## src/rtl/cobra_out_tracer.sv

```systemverilog
// Change-capture trace buffer for the CYBERcobra out_o bus: records each new
// value with a cycle timestamp in a circular buffer drained via valid/ready.
module cobra_out_tracer #(
  parameter int DATA_W = 32,
  parameter int DEPTH  = 16,
  parameter int TS_W   = 16
) (
  input  logic                     clk_i,
  input  logic                     rst_i,
  input  logic [DATA_W-1:0]        sample_i,
  input  logic                     en_i,
  input  logic                     mode_i,
  input  logic                     clear_i,
  output logic                     rd_valid_o,
  input  logic                     rd_ready_i,
  output logic [DATA_W-1:0]        rd_data_o,
  output logic [TS_W-1:0]          rd_ts_o,
  output logic [$clog2(DEPTH):0]   count_o,
  output logic                     overflow_o
);

  localparam int AW = $clog2(DEPTH);
  localparam logic [AW:0] FULL_CNT = (AW+1)'(DEPTH);

  typedef struct packed {
    logic [DATA_W-1:0] data;
    logic [TS_W-1:0]   ts;
  } entry_t;

  entry_t            mem [DEPTH];
  logic [AW-1:0]     wr_ptr, rd_ptr;
  logic [AW:0]       count;
  logic [TS_W-1:0]   ts;
  logic [DATA_W-1:0] prev;
  logic              has_prev;
  logic              overflow;

  logic capture, pop, full, push_ok, overwrite, drop, mem_we, rd_adv, flush;

  always_comb begin
    flush     = rst_i || clear_i;
    full      = (count == FULL_CNT);
    capture   = en_i && (!has_prev || (sample_i != prev));
    pop       = (count != '0) && rd_ready_i;
    // A pop on a full buffer frees the slot at wr_ptr, so the push still lands.
    push_ok   = capture && (!full || pop);
    overwrite = capture && full && !pop && mode_i;
    drop      = capture && full && !pop && !mode_i;
    mem_we    = push_ok || overwrite;
    rd_adv    = pop || overwrite;
  end

  always_ff @(posedge clk_i) begin
    if (flush) begin
      wr_ptr   <= '0;
      rd_ptr   <= '0;
      count    <= '0;
      ts       <= '0;
      prev     <= '0;
      has_prev <= 1'b0;
      overflow <= 1'b0;
    end else begin
      if (en_i) begin
        ts       <= ts + 1'b1;
        prev     <= sample_i;
        has_prev <= 1'b1;
      end
      if (mem_we) wr_ptr <= wr_ptr + 1'b1;
      if (rd_adv) rd_ptr <= rd_ptr + 1'b1;
      if (push_ok && !pop)      count <= count + 1'b1;
      else if (!push_ok && pop) count <= count - 1'b1;
      if (drop || overwrite) overflow <= 1'b1;
    end
  end

  // Storage needs no reset: the read side is gated by count.
  always_ff @(posedge clk_i) begin
    if (mem_we && !flush) mem[wr_ptr] <= '{data: sample_i, ts: ts};
  end

  always_comb begin
    rd_valid_o = (count != '0);
    rd_data_o  = rd_valid_o ? mem[rd_ptr].data : '0;
    rd_ts_o    = rd_valid_o ? mem[rd_ptr].ts   : '0;
    count_o    = count;
    overflow_o = overflow;
  end

endmodule

```

## config.mk

```make
export PLATFORM = sky130hd
export DESIGN_NAME = cobra_out_tracer
export DESIGN_NICKNAME = d
export VERILOG_FILES = /design/src/rtl/cobra_out_tracer.sv
export SDC_FILE = /design/constraint.sdc
export NUM_CORES = 1
export LEC_CHECK = 0
export ABC_AREA = 1
export ABC_CLOCK_PERIOD_IN_PS = 16500
export BUFFER_PORTS_ARGS = -buffer_cell sky130_fd_sc_hd__buf_2
export CORE_MARGIN = 4
export CORE_UTILIZATION = 55
export DETAILED_ROUTE_END_ITERATION = 16
export PLACE_DENSITY = 0.72
export SYNTH_ARGS = -nofsm -noshare
export SYNTH_HDL_FRONTEND = slang
export SYNTH_SLANG_ARGS = --single-unit
export TNS_END_PERCENT = 30
```

## constraint.sdc

```tcl
create_clock -name clk_i -period 16.5 [get_ports clk_i]
set_input_delay 3.3 -clock clk_i [delete_from_list [all_inputs] [get_ports clk_i]]
set_output_delay 3.3 -clock clk_i [all_outputs]
set_load 0.02 [all_outputs]
```

==> flow_summary.json <==
{
  "cpMaxStageDelayCell": "clkinv_8",
  "coreArea_mm2": 0.05935,
  "violations": "slew limit",
  "synthSimpleGateAreaFrac": 0.08901,
  "drive_gt1_frac": 0.1102,
  "synth_area_mm2": 0.03316,
  "arrival_ns": 4.66,
  "ant_nets": 0,
  "seq_area_frac_synth": 0.7359,
  "path_clk_slew_ns": 0.06,
  "cpPeakStageDelay_ns": 1.05,
  "syn_avg_cell_area_um2": 12.88,
  "netlist_instances": 2574,
  "internal_power_uw": 3454,
  "syn2layout_area_growth_pct": 10.85,
  "seqPwrFrac": 0.513,
  "synth_edf_count": 768,
  "postCtsHoldBufs": 0,
  "fmax_mhz": 125.6,
  "cts_tree": "built",
  "rsz0062_at_grt": "false",
  "clockRootBuffer": "clkbuf_16",
  "period_share": 0.4826,
  "synthXorXnorAreaFrac": 0.004490,
  "synth_fa_ha_area_frac": 0.004377,
  "end_kind": "output port",
  "pwr_density_cell_mw_per_mm2": 123.3,
  "use_met3": 0.04247,
  "place_hpwl_um": 40790,
  "synth_ff_type": "edfxtp_1",
  "numCtsBuffers": 81,
  "p_leak_uw": 0.01220,
  "finalHoldViolCount": 0,
  "status": "complete, but fails checks",
  "grtUsageTotal": 0.2570,
  "yosysWarnings": 0,
  "synth_top_family_by_area": "compound AO/OA/AOI/OAI gates",
  "pre_cts_ws_ns": 9.211,
  "yosys-top-cells-area": "edfxtp_1 70%, o21ai_0 5.9%, nor2_1 5.4%",
  "yosys-mux-area-fraction": 0,
  "hold_start": "has_prev$_SDFFE_PP0P_",
  "tns_ns": 0,
  "finalInstanceArea_mm2": 0.03676,
  "met1_usage": 0.3543,
  "period_minus_slack_ns": 7.963,
  "cp_cell_sequence": "clkinv_8, buf_4, o21ai_0, o221ai_1, nand3_1, a21oi_1, buf_2",
  "worstPathMaxFanout": 283,
  "gp_congestion": 0.8085,
  "synth_common_cells": "768 x edfxtp_1, 477 x nor2_1, 394 x o21ai_0",
  "maxCapViolCount": 0,
  "finalClockSkew_ns": 0.02030,
  "drt-total-wl_um": 83280,
  "register_area_mm2": 0.02441,
  "grtUsageMet2": 0.4177,
  "fin_ws_ns": 8.537,
  "crit_type": "flip-flop to output port",
  "crit_family": "buffers and inverters",
  "final-instance-count-excl-fill": 3452,
  "setup_viol": 0,
  "clock_latency_ns": 0.62,
  "antenna_found_initial": 3,
  "cts_resized": 0,
  "yosysMostFrequentCell": "edfxtp_1",
  "combPwrFrac": 0.090,
  "worst-path-buf-inv": 3,
  "grt_max_degree": 289,
  "nNetsFinal": 2664,
  "clk_path_buf_depth": 3,
  "worstReg2RegStart": "prev[26]$_SDFFE_PP0P_",
  "synth_top_area_frac": 0.6954,
  "holdPathStages": 2,
  "slew_headroom": -0.1540,
  "worst-path-stages": 7,
  "swShare": 0.2377,
  "drtIter0Drc": 2606,
  "worstHoldPathType": "flip-flop to flip-flop",
  "routed_via_density": 6.264,
  "cts_setup_buffers": 0,
  "htree_levels": 3,
  "post-route-util": 0.6193,
  "synth_cell_types": 40,
  "firstDrtPassIters": 6,
  "io_pins": 93,
  "dp.cells": 3305,
  "timing.rr.end": "mem[11][20]$_DFFE_PP_",
  "post_dp_cell_area_mm2": 0.03418,
  "clockPowerShare": 0.397,
  "num_rows": 89,
  "cp-start-kind": "flip-flop",
  "maxSlewViolCount": 201,
  "clock_sinks": 835,
  "die_area_mm2": 0.06429,
  "multi_input_area_mm2": 0.007699,
  "synth_area_leader_cell": "edfxtp_1",
  "required_ns": 13.20,
  "synth_compound_area_frac": 0.1313,
  "grt_overflow": 0,
  "synth_fp_nets": 2623,
  "grt_pass1_vias": 21100,
  "fillers": 4287,
  "r2r_cells": 13,
  "ff2ff_setup_slack_ns": 13.18,
  "synthArstFlopShare": 0,
  "via_count": 21620,
  "synth-seq-cells": 835,
  "drc": 0,
  "whs_endpoint": "has_prev$_SDFFE_PP0P_",
  "vdd_drop_max_v": 0.0001105,
  "grt_busiest_layer": "met2",
  "worst_pin_slew_ns": 1.731,
  "chipHeight_um": 253.6,
  "avgRoutedWirePerCell_um": 24.13,
  "start_util": 0.5587,
  "port_buffers": 92,
  "grt_pass1_wl_um": 125700,
  "chipWidth_um": 253.6,
  "p_sw_uw": 1077
}
## metal layers
layer	share of wire	up-vias	wire length, um
met1	0.39	10630	32720
met2	0.48	1152	40060
li1	-	9644	-
met3	0.095	196	7936
met5	0.00035	-	29
met4	0.030	4	2539
## cells by family (layout without fill, tap and decap cells)
group,after synthesis,after routing
AND/OR/NAND/NOR,714,714
XOR/XNOR,17,17
AO/OA/AOI/OAI,744,744
buffers and inverters,253,355
other,0,3
flip-flops,835,835
adder cells (fa/ha/maj),11,11
## per-stage QoR
| step | total power [uW] | hold WS, ns |
|---|---|---|
| floorplan | 2628 | 0.4362 |
| global placement | 2760 | 0.4443 |
| detailed placement | 2774 | 0.4527 |
| CTS | 4550 | 0.4614 |
| global route | 4682 | 0.4963 |
| finish | 4531 | 0.4591 |
## how the worst max path moves through the flow
stage	startpoint	to	slack (ns)
2_1_floorplan	sample_i[17]	mem[0][0]$_DFFE_PP_	8.55
3_3_place_gp	flip-flop	rd_data_o[28]	9.31
3_5_place_dp	flip-flop	rd_ts_o[0]	9.21
4_1_cts	flip-flop	rd_ts_o[0]	8.54
5_1_grt	flip-flop	rd_ts_o[0]	8.19
6_report	flip-flop	rd_ts_o[0]	8.54
## sequential cells by signal (all words and copies together) (netlist names), named ones only
signal / cells
count_o: 5
rd_ptr: 4
overflow_o: 1
ts: 16
mem: 768
wr_ptr: 4
prev: 32
has_prev: 1
## layout make-up
| class | count | area share |
|---|---|---|
| sequential | 835 | 0.6642 |
| multi-input combinational | 1486 | 0.2094 |
| clock buffer | 106 | 0.05990 |
| tap | 773 | 0.02631 |
| timing repair buffer | 136 | 0.02185 |
| clock inverter | 38 | 0.009973 |
| inverter | 75 | 0.008169 |
| antenna | 3 | 0.0002042 |
## cells in the final DEF, fill, tap and decap left out, types with 43 or more instances in the layout
master,instances
a21oi_1,105
buf_2,92
buf_4,43
clkbuf_16,82
dfxtp_1,64
edfxtp_1,768
inv_1,68
nand2_1,108
nand3_1,85
nor2_1,474
o21ai_0,394
o21ai_1,46
o221ai_1,144
o22ai_1,48
## power by group through the flow
stage	Sequential, uW	Clock [uW]	Combinational [uW]
global route	2320	1920	442
detailed placement	2370	0	405
global placement	2370	0	392
CTS	2320	1820	407
finish	2320	1800	409
floorplan	2360	0	266
## worst register-to-register path, cell delays in order, from the launching register on
cell and delay (ns):
dfxtp_1 0.36, nor2_1 0.06, nor2_1 0.11, nor2_1 0.05
nand2_1 0.06, nor2_1 0.04, nand2_1 0.08, nor2_1 0.08
nand2_2 0.17, o211ai_4 0.20, inv_2 0.19, nand2_1 0.20
nor2_4 0.71, buf_4 0.61
Power figures use the tool's default switching activity.
